--- config.mk ---
export PLATFORM = sky130hd
export DESIGN_NAME = ha_carry_resolve
export DESIGN_NICKNAME = d
export VERILOG_FILES = /design/src/rtl/ha_carry_resolve.sv
export SDC_FILE = /design/constraint.sdc
export NUM_CORES = 1
export LEC_CHECK = 0
export ABC_AREA = 1
export ABC_CLOCK_PERIOD_IN_PS = 2100
export BUFFER_PORTS_ARGS = -buffer_cell sky130_fd_sc_hd__buf_2
export CORE_MARGIN = 2
export CORE_UTILIZATION = 40
export DETAILED_ROUTE_END_ITERATION = 8
export PLACE_DENSITY = 0.67
export SYNTH_ARGS = -nofsm -noshare
export SYNTH_HDL_FRONTEND = slang
export SYNTH_SLANG_ARGS = --single-unit
--- constraint.sdc ---
create_clock -name clk -period 2.1 [get_ports clk]
set_input_delay 0.105 -clock clk [delete_from_list [all_inputs] [get_ports clk]]
set_output_delay 0.105 -clock clk [all_outputs]
set_load 0.03 [all_outputs]
--- src/rtl/ha_carry_resolve.sv ---
// ha_carry_resolve: resolves half-adder p/g vectors into an N-bit sum and carry-out,
// rippling CHUNK bits per clock behind a valid/ready handshake.
module ha_carry_resolve #(
    parameter int N     = 4,
    parameter int CHUNK = 1
) (
    input  logic         clk,
    input  logic         rst,
    input  logic         in_valid,
    output logic         in_ready,
    input  logic [N-1:0] p_in,
    input  logic [N-1:0] g_in,
    input  logic         cin,
    output logic         out_valid,
    input  logic         out_ready,
    output logic [N-1:0] sum_out,
    output logic         cout_out,
    output logic         err
);
    localparam int IW = $clog2(N) + 1;

    typedef enum logic [1:0] {IDLE, BUSY, DONE} state_t;

    state_t         state_q, state_d;
    logic [N-1:0]   p_q, g_q, sum_q;
    logic           carry_q, cout_q, err_q;
    logic [IW-1:0]  idx_q, idx_d;
    logic [CHUNK-1:0] pc, gc, sc;
    logic           c, last;

    if (N % CHUNK != 0) begin : g_chunk_check
        $error("ha_carry_resolve: N must be a multiple of CHUNK");
    end

    // Ripple through the current chunk, lowest bit first.
    always_comb begin
        pc = CHUNK'(p_q >> idx_q);
        gc = CHUNK'(g_q >> idx_q);
        sc = '0;
        c  = carry_q;
        for (int j = 0; j < CHUNK; j++) begin
            sc[j] = pc[j] ^ c;
            c     = gc[j] | (pc[j] & c);
        end
    end

    assign idx_d = idx_q + IW'(CHUNK);
    assign last  = idx_d == IW'(N);

    always_ff @(posedge clk) begin
        if (rst) state_q <= IDLE;
        else     state_q <= state_d;
    end

    always_comb begin
        state_d = (state_q == IDLE) ? (in_valid ? BUSY : IDLE) :
                  (state_q == BUSY) ? (last ? DONE : BUSY) :
                  (out_ready ? IDLE : DONE);
    end

    always_comb begin
        in_ready  = state_q == IDLE;
        out_valid = state_q == DONE;
    end

    always_ff @(posedge clk) begin
        if (rst) begin
            p_q     <= '0;
            g_q     <= '0;
            sum_q   <= '0;
            carry_q <= 1'b0;
            cout_q  <= 1'b0;
            err_q   <= 1'b0;
            idx_q   <= '0;
        end else if (state_q == IDLE && in_valid) begin
            p_q     <= p_in;
            g_q     <= g_in;
            carry_q <= cin;
            idx_q   <= '0;
            err_q   <= |(p_in & g_in);
            sum_q   <= '0;
        end else if (state_q == BUSY) begin
            sum_q   <= sum_q | (N'(sc) << idx_q);
            carry_q <= c;
            idx_q   <= idx_d;
            if (last) cout_q <= c;
        end
    end

    assign sum_out  = sum_q;
    assign cout_out = cout_q;
    assign err      = err_q;
endmodule

== Word level (Yosys, flattened, before mapping) ==
Index checks and enable logic that the tools add are counted.
Cells by class
  add/subtract/negate cells: 1
  eq/ne operators: 3
  shift operators: 3
  muxes and demuxes: 7
  bitwise operators: 6
  reductions and logical operators: 6
Operator list (count)
  $mux W2: 4
  $shr A4 B3 Y1: 2
  $and A4 B4 Y4: 1
  $or A4 B4 Y4: 1
  $reduce_or A4 Y1: 1
  $shl A1 B3 Y4: 1
  $add A3 B1 Y3 const B: 1
  $eq A3 B3 Y1 const B: 1
  $mux W1: 3
  $reduce_and A3 Y1: 1
  $eq A2 B1 Y1 const B: 1
  $eq A2 B2 Y1 const B: 1
  $logic_not A2 Y1: 1
  $reduce_bool A2 Y1: 1
  $reduce_or A2 Y1: 1
  $and A1 B1 Y1: 1
  $logic_and A1 B1 Y1: 1
  $not A1 Y1: 1
  $or A1 B1 Y1: 1
  $xor A1 B1 Y1: 1
Word-level totals
  register bits: 20
  input bits: 13
  output and inout port bits: 8
  logic and storage cells: 34

== Logic depth before layout (Yosys ltp) ==
Gate-level depths: netlist of the first run.
  depth after elaboration: 5
  depth in mapped cells: 9

== Worst setup path before layout of the first run ==
Ideal clock, no wire load.
  path kind: register to register
  start: reg idx_q[0]
  end: reg sum_q[0] (netlist: sum_out[0])
  arrival: 1.344 ns
  data required time: 1.980 ns
  slack: 0.636 ns
  cell stages (with the launch flop): 10
  buffers on the path: 1
  period minus slack after synthesis: 1.464 ns
  path through: dfxtp_1 buf_2 a21oi_1 o21ai_0 a21oi_1 ha_1 inv_1 nor2_1 a31oi_1 nor2_1
Between the ends
  cells in the longest elaborated chain, start to end: 4
RTL lines
  from (decl): line 27  | logic [IW-1:0] idx_q, idx_d;
  from (signal assigned): line 85  | idx_q <= idx_d;
  $shr A4 B3 Y1: line 37  | pc = CHUNK'(p_q >> idx_q);
  $xor A1 B1 Y1: line 42  | sc[j] = pc[j] ^ c;
  $shl A1 B3 Y4 (*): line 83  | sum_q <= sum_q | (N'(sc) << idx_q);
  $or A4 B4 Y4 (*): line 83
  to (signal assigned): line 83
  to (decl): line 25  | logic [N-1:0] p_q, g_q, sum_q;
Mark *: on every way between the ends. The rest lies on a longest branch, timed or not.
A chain may end at the register's enable or synchronous reset.

== Worst setup path after layout of the first run ==
Ends and elaborated chain as after synthesis.

==> results of run 1 <==
## per-layer routing
layer  part of all wire, %  vias to the layer above  global-route usage, %
met5                     0                        -                      0
met4                  0.98                        0                  7.895
met3                   4.0                        2                  2.632
met2                    49                       12                  27.27
met1                    46                      369                  17.36
li1                      -                      436                      -
## Yosys cell counts, types with 2 or more instances
cell and instances:
sky130_fd_sc_hd__o21ai_1 8, sky130_fd_sc_hd__o21ai_0 4, sky130_fd_sc_hd__a31oi_1 2, sky130_fd_sc_hd__ha_1 3, sky130_fd_sc_hd__nand3_1 2, sky130_fd_sc_hd__nand2_2 3
sky130_fd_sc_hd__nor2_2 3, sky130_fd_sc_hd__inv_1 11, sky130_fd_sc_hd__buf_2 3, sky130_fd_sc_hd__inv_2 2, sky130_fd_sc_hd__nor2_1 17, sky130_fd_sc_hd__nand2_1 18
sky130_fd_sc_hd__a21oi_1 15, sky130_fd_sc_hd__nand4_1 2, sky130_fd_sc_hd__dfxtp_1 20
## sequential cells by signal (all words and copies together) (netlist names)
name	count
carry_q	1
cout_out	1
err	1
g_q	4
idx_q	3
p_q	4
state_q	2
sum_out	4
## what timing repair did
item / 4_1_cts / 5_1_grt
setup endpoints to repair: 0 / 0
hold buffers: 0 / 1
hold endpoints to repair: 0 / 1
## worst max-delay path: stages (launching register included)
cell                      delay (ns)
sky130_fd_sc_hd__dfxtp_1        0.58
sky130_fd_sc_hd__a21oi_1        0.12
sky130_fd_sc_hd__o21ai_0        0.08
sky130_fd_sc_hd__a21oi_1        0.08
sky130_fd_sc_hd__ha_1           0.32
sky130_fd_sc_hd__inv_1          0.07
sky130_fd_sc_hd__nor2_1         0.04
sky130_fd_sc_hd__a31oi_1        0.18
sky130_fd_sc_hd__nor2_1         0.05
## power breakdown
part           total (W)  switching [W]  leakage (nW)  internal, W
clock network   0.000307       0.000114        0.0279     0.000193
registers       0.000420      0.0000168         0.164     0.000404
logic           0.000136      0.0000870         0.292    0.0000487
## area by class of cell
class | count | area (sq um)
Clock buffer | 3 | 22.52
Multi-Input combinational cell | 84 | 432.9
Fill cell | 239 | 1090
Clock inverter | 1 | 30.03
Inverter | 13 | 48.80
Timing Repair Buffer | 21 | 110.1
Tap cell | 28 | 35.03
Sequential cell | 20 | 400.4
## final timing paths
kind                            cells past startpoint    endpoint        from  slack, ns
worst min register to register                      2  sum_out[1]  sum_out[1]       0.45
worst max-delay path                                8  sum_out[0]    idx_q[0]       0.47
worst min-delay path                                3      p_q[0]     p_in[0]       0.06
worst max register to register                      8  sum_out[0]    idx_q[0]       0.47
## through the flow
| stage | cell area, sq um | total power, W | hold WS [ns] | util [%] |
|---|---|---|---|---|
| after floorplan | 897.1 | 0.0005249 | 0.1741 | - |
| after global placement | 1017 | 0.0005593 | 0.3148 | 46.89 |
| after detailed placement | 1017 | 0.0005632 | 0.3177 | 46.89 |
| after CTS | 1070 | 0.0008694 | 0.002960 | 49.31 |
| after global routing | 1080 | 0.0009109 | 0.06541 | 49.77 |
| final | 1080 | 0.0008630 | 0.05575 | 49.77 |
## logic make-up after synthesis
logic type | share of synthesized area, %
adders and majority gates | 4.185
xor gates and xnor gates | 1.953
AOI/OAI and AO/OA | 19.11
and+or+nand+nor | 23.01
DFF | 44.63
buffers and inverters | 7.113
==> out/summary.log, run 1 <==
INFO  outcome        outcome=finished, final reports clean
INFO  logic_synthesis synth_fp_nets=136
INFO  logic_synthesis synth-edff-count=0
INFO  sta            worst_slack=0.4737ns
INFO  cts            root_buffer=sky130_fd_sc_hd__clkbuf_4
INFO  worst_hold_path holdCritPathClass=input pin to register
INFO  global_route   grt_overflow_total=0
INFO  power_and_ir_drop power_per_cell_area=799.2mW/mm^2
INFO  global_route   grt_antenna_before_repair=0
INFO  logic_synthesis synthDominantCellAreaShare=44.63%
INFO  sta            max_slew_margin=73.13%
INFO  drt            postRouteAntennaNets=0
INFO  cts            post_cts_resize_count=0
INFO  global_route   first_pass_grt_wire_length=3036um
INFO  placement      hpwl_dp=1335um
INFO  floorplan      ioPinCount=21
INFO  cts            inserted_clock_buffers=3
INFO  sta            period_minus_slack=1.626ns
INFO  setup_path     cp.arrival=1.82ns
INFO  final_layout   post_route_cells_drive_above_1_share=23.24%
INFO  drt            initialDrtViolationCount=7
INFO  placement      portBuffers=20
INFO  power_and_ir_drop p_leak=0.4842nW
INFO  cts            clock_latency=0.29ns
INFO  final_layout   commonest_non_fill_non_tap_cells_in_the_layout=sky130_fd_sc_hd__dfxtp_1 (20), sky130_fd_sc_hd__buf_2 (20), sky130_fd_sc_hd__nand2_1 (18)
INFO  setup_path     setup.worst_path.end_class=register
INFO  global_route   via_count_of_the_first_global_routing_pass=767
INFO  logic_synthesis synth_cell_type_count=22
INFO  final_layout   insertedDiodeCount=0
INFO  logic_synthesis postSynthRegisterBits=20
INFO  setup_path     crit_fanout=13
INFO  logic_synthesis postSynth.topFlopCell=sky130_fd_sc_hd__dfxtp_1
INFO  cts            clk_pin_slew_worst_paths=0.11ns
INFO  drt            num_vias=819
INFO  final_layout   finish.cell_count_without_fillers=170
INFO  cts            clkSinkCount=20
INFO  sta            rsz0062_at_grt=false
INFO  logic_synthesis asyncSetResetFlopFracSynth=0%
INFO  floorplan      floorplan.die_area=0.002637sqmm
INFO  final_layout   flow.area_growth_from_synthesis=20.36%
INFO  cts            tritoncts_clock_tree=done
INFO  placement      finalWeightedCongestion=0.7590
INFO  logic_synthesis postSynthAreaPerCell=7.476squm
INFO  drt            wirelength=1735um
INFO  sta            post_route_skew=0.007106ns
INFO  cts            ctsHtreeMaxLevel=1
INFO  cts            cts.path.max_buffers=2
INFO  job            cap_violations=0
INFO  global_route   grt_max_degree=17
INFO  logic_synthesis synthesis.area=897.1squm
INFO  final_layout   num-nets-final=159
INFO  placement      placedCellCount=165
INFO  sta            max_slew.worst_pin.slew=0.4025ns
INFO  drt            avgViaCountPerCell=4.818
INFO  logic_synthesis netlist_top_cells_area=sky130_fd_sc_hd__dfxtp_1 (45%), sky130_fd_sc_hd__a21oi_1 (8.4%), sky130_fd_sc_hd__nand2_1 (7.5%)
INFO  logic_synthesis yosys_warnings=0
INFO  global_route   global_route.usage.total=15.30%
INFO  sta            setup_tns_final=0ns
INFO  floorplan      std_cell_rows=17
INFO  floorplan      start_util=41.35%
INFO  logic_synthesis synth_area_leader_cell=sky130_fd_sc_hd__dfxtp_1
INFO  floorplan      die_boundary_width=51.36um
INFO  sta            post-route-period-util=77.44%
INFO  placement      setup_slack_after_placement=0.4856ns
INFO  sta            final_hold_violation_count=0
INFO  logic_synthesis netlist_instances=120
INFO  logic_synthesis ys_seq_area_share=44.63%
INFO  power_and_ir_drop vdd_ir_drop_max=484.2uV
INFO  setup_path     critPathKind=register to register
INFO  floorplan      coreArea=0.002170sqmm
INFO  cts            post-cts-setup-buffers=0
INFO  setup_path     cp-start-kind=register
INFO  drt            routedWlPerCell=10.21um
INFO  drt            drc=0
INFO  sta            setup_viol_count_final=0
INFO  floorplan      chipHeight=51.36um
INFO  sta            achievable-frequency=614.9MHz
INFO  setup_path     wp_data_required=2.29ns
INFO  sta            final-max-slew-violation-count=0
INFO  drt            drtPass1Iterations=4
(Power assumes the default switching activity.)
==> run 2: changes to the inputs <==
--- a/config.mk
+++ b/config.mk
@@ -6,12 +6,12 @@
 export NUM_CORES = 1
 export LEC_CHECK = 0
 export ABC_AREA = 1
-export ABC_CLOCK_PERIOD_IN_PS = 2100
+export ABC_CLOCK_PERIOD_IN_PS = 1400
 export BUFFER_PORTS_ARGS = -buffer_cell sky130_fd_sc_hd__buf_2
 export CORE_MARGIN = 2
 export CORE_UTILIZATION = 40
 export DETAILED_ROUTE_END_ITERATION = 8
-export PLACE_DENSITY = 0.67
+export PLACE_DENSITY = 0.7
 export SYNTH_ARGS = -nofsm -noshare
 export SYNTH_HDL_FRONTEND = slang
 export SYNTH_SLANG_ARGS = --single-unit
==> constraint.sdc (replaced) <==
create_clock -name clk -period 1.4 [get_ports clk]
set_input_delay 0.07 -clock clk [delete_from_list [all_inputs] [get_ports clk]]
set_output_delay 0.07 -clock clk [all_outputs]
set_load 0.03 [all_outputs]
==> run 2 against run 1 <==
Compared with the run above:
- core utilization grew 2.4 points
- critical path depth is the same
- combinational power grew 68%
- non-clock buffer count grew 5
- cell count grew 2.9%
- power grew 53%
- global-route usage grew 0.51 points
- sequential cell count is the same
- fmax grew 19%
- largest power group unchanged
==> out/summary.log, run 2 (synthesis results as in run 1) <==
INFO  outcome        outcome=finished, final reports clean
INFO  floorplan      ioPinCount=21
INFO  setup_path     r2r.worst_path.cells=8
INFO  setup_path     cp.arrival=1.57ns
INFO  setup_path     cp.buffers_inverters=1
INFO  global_route   grt_max_degree=17
INFO  sta            final_hold_violation_count=0
INFO  final_layout   num-nets-final=164
INFO  setup_path     crit_fanout=6
INFO  floorplan      floorplan.die_area=0.002637sqmm
INFO  drt            routedWlPerCell=10.27um
INFO  worst_hold_path holdCritPathClass=input pin to register
INFO  floorplan      start_util=41.35%
INFO  setup_path     path_cells=a21oi_2 -> o21ai_1 -> a21oi_1 -> ha_1 -> inv_2 -> nor2_2 -> a31oi_1 -> nor2_1
INFO  sta            setup_viol_count_final=0
INFO  setup_path     worstReg2RegStart=idx_q[0]
INFO  cts            clkSinkCount=20
INFO  sta            setup_tns_final=0ns
INFO  final_layout   final_core_utilization=52.13%
INFO  worst_hold_path hold_path_end=g_q[0]
INFO  floorplan      die_boundary_width=51.36um
INFO  sta            post-route-period-util=97.73%
INFO  setup_path     max_stage_delay=0.38ns
INFO  sta            achievable-frequency=730.9MHz
INFO  drt            num_vias=838
INFO  final_layout   insertedDiodeCount=0
INFO  setup_path     wp_data_required=1.60ns
INFO  setup_path     crit-reg2reg-capture=sum_out[0]
INFO  drt            drtPass1Iterations=3
INFO  cts            inserted_clock_buffers=3
INFO  worst_hold_path worst_hold_path.num_cells=3
INFO  power_and_ir_drop vdd_ir_drop_max=657.2uV
INFO  final_layout   flow.area_growth_from_synthesis=26.08%
INFO  floorplan      std_cell_rows=17
INFO  sta            period_minus_slack=1.368ns
INFO  placement      setup_slack_after_placement=0.01003ns
INFO  setup_path     path_delay_family=compound AO/OA/AOI/OAI gates
INFO  drt            postRouteAntennaNets=0
INFO  cts            tritoncts_clock_tree=done
INFO  final_layout   layout_commonest_cell=sky130_fd_sc_hd__buf_2
INFO  global_route   via_count_of_the_first_global_routing_pass=809
INFO  power_and_ir_drop power_per_cell_area=1170mW/mm^2
INFO  worst_hold_path worst_hold_startpoint=g_in[0]
INFO  setup_path     setup.worst_path.end_class=register
INFO  global_route   first_pass_grt_wire_length=3160um
INFO  sta            max_slew.worst_pin.slew=0.2749ns
INFO  global_route   global_route.usage.total=15.82%
INFO  sta            max_slew_margin=81.61%
INFO  cts            cts.path.max_buffers=2
INFO  sta            final-max-slew-violation-count=0
INFO  cts            ctsHtreeMaxLevel=1
INFO  global_route   grt_antenna_before_repair=0
INFO  setup_path     path_depth=8
INFO  placement      portBuffers=20
INFO  global_route   grt_overflow_total=0
INFO  drt            drc=0
INFO  floorplan      chipHeight=51.36um
INFO  power_and_ir_drop p_leak=0.5128nW
INFO  final_layout   post_route_cells_drive_above_1_share=31.29%
INFO  cts            clk_pin_slew_worst_paths=0.12ns
INFO  setup_path     cp-start-kind=register
INFO  setup_path     critPathKind=register to register
INFO  sta            rsz0062_at_grt=true
INFO  sta            post_route_skew=0.009182ns
INFO  drt            avgViaCountPerCell=4.789
INFO  placement      hpwl_dp=1431um
INFO  sta            whs=0.01783ns
INFO  cts            clock_latency=0.30ns
INFO  floorplan      coreArea=0.002170sqmm
INFO  drt            initialDrtViolationCount=4
INFO  setup_path     slowest_stage=sky130_fd_sc_hd__dfxtp_4
INFO  cts            root_buffer=sky130_fd_sc_hd__clkbuf_4
INFO  placement      finalWeightedCongestion=0.7744
INFO  sta            worst_slack=0.03181ns
INFO  power_and_ir_drop power.total=0.001324W
INFO  job            cap_violations=0
INFO  drt            wirelength=1797um
INFO  final_layout   commonest_non_fill_non_tap_cells_in_the_layout=sky130_fd_sc_hd__buf_2 (20), sky130_fd_sc_hd__nand2_1 (18), sky130_fd_sc_hd__nor2_1 (16), sky130_fd_sc_hd__dfxtp_1 (16), sky130_fd_sc_hd__a21oi_1 (14)
INFO  setup_path     regToRegSetupSlack=0.03ns
[run 2: changes by cell type in the layout (fill, tap and decap cells not counted)]
| cell | previous run | this run |
|---|---|---|
| sky130_fd_sc_hd__o21ai_0 | 4 | 3 |
| sky130_fd_sc_hd__a21oi_2 | 0 | 1 |
| sky130_fd_sc_hd__nor2_2 | 3 | 4 |
| sky130_fd_sc_hd__dfxtp_1 | 20 | 16 |
| sky130_fd_sc_hd__a21oi_1 | 15 | 14 |
| sky130_fd_sc_hd__inv_2 | 2 | 4 |
| sky130_fd_sc_hd__dfxtp_2 | 0 | 3 |
| sky130_fd_sc_hd__buf_4 | 0 | 5 |
| sky130_fd_sc_hd__nor2_1 | 17 | 16 |
| sky130_fd_sc_hd__o21ai_1 | 8 | 9 |
| sky130_fd_sc_hd__inv_1 | 11 | 9 |
| sky130_fd_sc_hd__dfxtp_4 | 0 | 1 |
[run 2: worst max-delay path by stage]
| stage | start | to |
|---|---|---|
| 6_report | idx_q[0] | sum_out[0] |
| 5_1_grt | idx_q[0] | sum_out[0] |
| 2_1_floorplan | idx_q[0] | sum_out[0] |
| 3_3_place_gp | p_q[1] | sum_out[0] |
| 4_1_cts | p_q[1] | sum_out[0] |
| 3_5_place_dp | p_q[1] | sum_out[0] |
[run 2: worst register-to-register path, stage by stage, from the launching register on]
cell and delay, ns:
sky130_fd_sc_hd__dfxtp_4 0.38, sky130_fd_sc_hd__a21oi_2 0.12, sky130_fd_sc_hd__o21ai_1 0.07, sky130_fd_sc_hd__a21oi_1 0.13, sky130_fd_sc_hd__ha_1 0.27, sky130_fd_sc_hd__inv_2 0.06
sky130_fd_sc_hd__nor2_2 0.03, sky130_fd_sc_hd__a31oi_1 0.17, sky130_fd_sc_hd__nor2_1 0.05
[run 2: layout make-up]
type | instances | area [sq um]
Sequential cell | 20 | 407.9
Fill cell | 232 | 1039
Inverter | 13 | 48.80
Clock buffer | 3 | 22.52
Clock inverter | 1 | 30.03
Timing Repair Buffer | 26 | 147.6
Tap cell | 28 | 35.03
Multi-Input combinational cell | 84 | 439.2
[run 2: through the flow]
stage          std cells  area (sq um)
2_1_floorplan        120         908.4
3_3_place_gp         169          1052
4_1_cts              175          1122
5_1_grt              175          1131
3_5_place_dp         169          1052
6_report             175          1131
[run 2: what timing repair did]
action	CTS	global route
hold buffers	1	0
resized for setup	0	7
pin swaps	1	5
buffers inserted	1	0
setup endpoints to repair	1	6
hold endpoints to repair	3	0
[run 2: power by group]
group / total [W] / internal, W / switching (W)
registers: 0.000629 / 0.000606 / 0.0000227
logic: 0.000228 / 0.0000878 / 0.000140
clock network: 0.000467 / 0.000290 / 0.000178
[run 2: metal layers]
| metal | track usage (%) | vias to the layer above | routed length (um) |
|---|---|---|---|
| met5 | 0 | - | 0 |
| met4 | 6.579 | 0 | 27 |
| met3 | 3.216 | 4 | 73 |
| met2 | 27.71 | 16 | 911 |
| met1 | 18.69 | 365 | 785 |
| li1 | - | 453 | - |
==> run 3: changes to the inputs <==
--- a/config.mk
+++ b/config.mk
@@ -8,10 +8,13 @@
 export ABC_AREA = 1
 export ABC_CLOCK_PERIOD_IN_PS = 1400
 export BUFFER_PORTS_ARGS = -buffer_cell sky130_fd_sc_hd__buf_2
+export CELL_PAD_IN_SITES_DETAIL_PLACEMENT = 1
+export CELL_PAD_IN_SITES_GLOBAL_PLACEMENT = 1
 export CORE_MARGIN = 2
-export CORE_UTILIZATION = 40
+export CORE_UTILIZATION = 33
 export DETAILED_ROUTE_END_ITERATION = 8
-export PLACE_DENSITY = 0.7
+export HOLD_SLACK_MARGIN = 0.02
+export PLACE_DENSITY = 0.78
 export SYNTH_ARGS = -nofsm -noshare
 export SYNTH_HDL_FRONTEND = slang
 export SYNTH_SLANG_ARGS = --single-unit
==> run 3 against run 2 <==
Compared with the run above:
- the flow now finishes with violations (setup timing)
- power is 8.0% lower
- global-route usage is 0.72 points higher
- critical path depth is 1 higher
- critical path type unchanged
- highest routed layer unchanged
==> out/summary.log, run 3 (synthesis results as in run 1) <==
INFO  cts            ctsHtreeMaxLevel=1
INFO  drt            wirelength=2298um
INFO  power_and_ir_drop vdd_ir_drop_max=684.7uV
INFO  placement      finalWeightedCongestion=0.8129
INFO  power_and_ir_drop pwr-share-seq=51.6%
INFO  final_layout   num-nets-final=166
INFO  floorplan      chipHeight=56.14um
INFO  floorplan      floorplan.die_area=0.003152sqmm
INFO  sta            setup_viol_count_final=1
INFO  power_and_ir_drop power_per_cell_area=1065mW/mm^2
INFO  drt            num_vias=861
INFO  floorplan      start_util=35.57%
INFO  drt            initialDrtViolationCount=19
INFO  drt            routedWlPerCell=12.84um
INFO  floorplan      ioPinCount=21
INFO  final_layout   final_core_utilization=45.34%
INFO  drt            postRouteAntennaNets=0
INFO  sta            period_minus_slack=1.420ns
INFO  final_layout   fillers=343
INFO  final_layout   layout_commonest_cell=sky130_fd_sc_hd__buf_2
INFO  cts            inserted_clock_buffers=3
INFO  placement      placed_area=0.001055sqmm
INFO  cts            clock_latency=0.31ns
INFO  sta            post-route-period-util=101.4%
INFO  final_layout   flow.area_growth_from_synthesis=27.48%
INFO  worst_hold_path holdCritPathClass=input pin to register
INFO  placement      portBuffers=20
INFO  final_layout   post_route_cells_drive_above_1_share=29.53%
INFO  power_and_ir_drop logic_pwr_share=19.9%
INFO  job            cap_violations=0
INFO  setup_path     crit_fanout=2
INFO  final_layout   final_cell_area=0.001144sqmm
INFO  power_and_ir_drop p_leak=0.5122nW
INFO  cts            root_buffer=sky130_fd_sc_hd__clkbuf_4
INFO  sta            final-max-slew-violation-count=0
INFO  floorplan      coreArea=0.002522sqmm
INFO  power_and_ir_drop switching_power=0.0003605W
INFO  cts            cts.path.max_buffers=2
INFO  sta            final_hold_violation_count=0
INFO  drt            avgViaCountPerCell=4.810
INFO  global_route   first_pass_grt_wire_length=4140um
INFO  outcome        failed_checks=setup timing
INFO  setup_path     critPathKind=register to register
INFO  global_route   grt_overflow_total=0
INFO  sta            worst_slack=-0.01966ns
INFO  floorplan      std_cell_rows=18
INFO  cts            tritoncts_clock_tree=done
INFO  global_route   via_count_of_the_first_global_routing_pass=936
INFO  sta            max_slew.worst_pin.slew=0.2885ns
INFO  cts            post-cts-setup-buffers=0
INFO  setup_path     wp_data_required=1.61ns
INFO  power_and_ir_drop clock_power_share=28.5%
INFO  cts            clkSinkCount=20
INFO  power_and_ir_drop netSwitchingFraction=29.60%
INFO  cts            clk_pin_slew_worst_paths=0.12ns
INFO  sta            achievable-frequency=704.4MHz
INFO  sta            max_slew_margin=80.70%
INFO  final_layout   commonest_non_fill_non_tap_cells_in_the_layout=sky130_fd_sc_hd__buf_2 (20), sky130_fd_sc_hd__nand2_1 (18), sky130_fd_sc_hd__dfxtp_1 (17)
INFO  global_route   grt_antenna_before_repair=0
INFO  placement      hpwl_dp=1738um
INFO  placement      setup_slack_after_placement=-0.05136ns
INFO  drt            drtPass1Iterations=4
INFO  setup_path     cp.arrival=1.63ns
INFO  setup_path     regToRegSetupSlack=-0.02ns
INFO  global_route   grt_max_degree=17
INFO  floorplan      die_boundary_width=56.14um
INFO  setup_path     setup.worst_path.end_class=register
INFO  setup_path     cp-start-kind=register
INFO  power_and_ir_drop cell_internal_pwr=0.0008576W
INFO  final_layout   insertedDiodeCount=0
INFO  outcome        outcome=finished with violations
INFO  sta            rsz0062_at_grt=true
INFO  sta            post_route_skew=0.009012ns
INFO  global_route   global_route.usage.total=16.54%
INFO  drt            drc=0
-- run 3: cell types whose count changed in the layout (fill, tap and decap cells not counted) --
cell                            change
sky130_fd_sc_hd__buf_4              -1
sky130_fd_sc_hd__xor2_2             +1
sky130_fd_sc_hd__xor2_1             -1
sky130_fd_sc_hd__dfxtp_4            -1
sky130_fd_sc_hd__clkbuf_8           +1
sky130_fd_sc_hd__inv_1              +1
sky130_fd_sc_hd__inv_2              -1
sky130_fd_sc_hd__dlygate4sd3_1      +3
sky130_fd_sc_hd__dfxtp_1            +1
sky130_fd_sc_hd__bufinv_16          -1
-- run 3: cell type report --
| type | instances | area (sq um) | share of cell area [%] |
|---|---|---|---|
| well taps | 30 | 37.54 | 3.282 |
| inverters | 13 | 48.80 | 4.267 |
| multi-input cells | 84 | 446.7 | 39.06 |
| repair buffers | 28 | 170.2 | 14.88 |
| flip-flops and latches | 20 | 404.1 | 35.34 |
| clock buffers | 4 | 36.28 | 3.173 |
-- run 3: timing repair --
action,CTS,global route
gates resized for setup,3,2
pin swaps,4,2
gates cloned,0,0
endpoints found under the hold margin,6,0
endpoints found under the setup margin,3,6
hold buffers,4,0
-- run 3: metal layers --
| layer | up-vias | share of wire, % | track usage (%) |
|---|---|---|---|
| met5 | - | 0 | 0 |
| met4 | 0 | 1.0 | 7.143 |
| met3 | 4 | 2.5 | 2.326 |
| met1 | 386 | 43 | 18.71 |
| li1 | 454 | - | - |
| met2 | 17 | 53 | 30.42 |
-- run 3: worst paths after layout --
| check | startpoint | endpoint | cells past startpoint |
|---|---|---|---|
| worst min-delay path | g_in[2] | g_q[2] | 3 |
| worst max register to register | p_q[1] | sum_out[0] | 9 |
| worst max-delay path | p_q[1] | sum_out[0] | 9 |
| worst min register to register | sum_out[1] | sum_out[1] | 2 |
-- run 3: worst max-delay path: stages (launching register included) --
cell and delay, ns:
sky130_fd_sc_hd__dfxtp_2 0.34, sky130_fd_sc_hd__inv_2 0.04, sky130_fd_sc_hd__a21oi_2 0.11, sky130_fd_sc_hd__o21ai_1 0.08, sky130_fd_sc_hd__a21oi_1 0.13, sky130_fd_sc_hd__ha_1 0.27
sky130_fd_sc_hd__inv_1 0.08, sky130_fd_sc_hd__nor2_2 0.04, sky130_fd_sc_hd__a31oi_1 0.18, sky130_fd_sc_hd__nor2_1 0.06
-- run 3: stage by stage --
stage / std cells / setup TNS, ns / hold WS [ns] / total power [W]
final: 179 / -0.01966 / 0.03013 / 0.001218
after detailed placement: 171 / -0.05198 / 0.2979 / 0.0008731
after floorplan: 120 / -0.007505 / 0.1391 / 0.0007933
after global placement: 171 / 0 / 0.2854 / 0.0008602
after global routing: 179 / -0.4490 / 0.04905 / 0.001295
after CTS: 179 / -0.01656 / 0.03324 / 0.001232
-- run 3: power by group through the flow --
| stage | combinational, W | sequential, W | clock (W) |
|---|---|---|---|
| 5_1_grt | 0.000275 | 0.000634 | 0.000387 |
| 3_3_place_gp | 0.000221 | 0.000639 | 0 |
| 3_5_place_dp | 0.000233 | 0.000641 | 0 |
| 6_report | 0.000243 | 0.000628 | 0.000347 |
| 4_1_cts | 0.000243 | 0.000629 | 0.000360 |
| 2_1_floorplan | 0.000148 | 0.000645 | 0 |
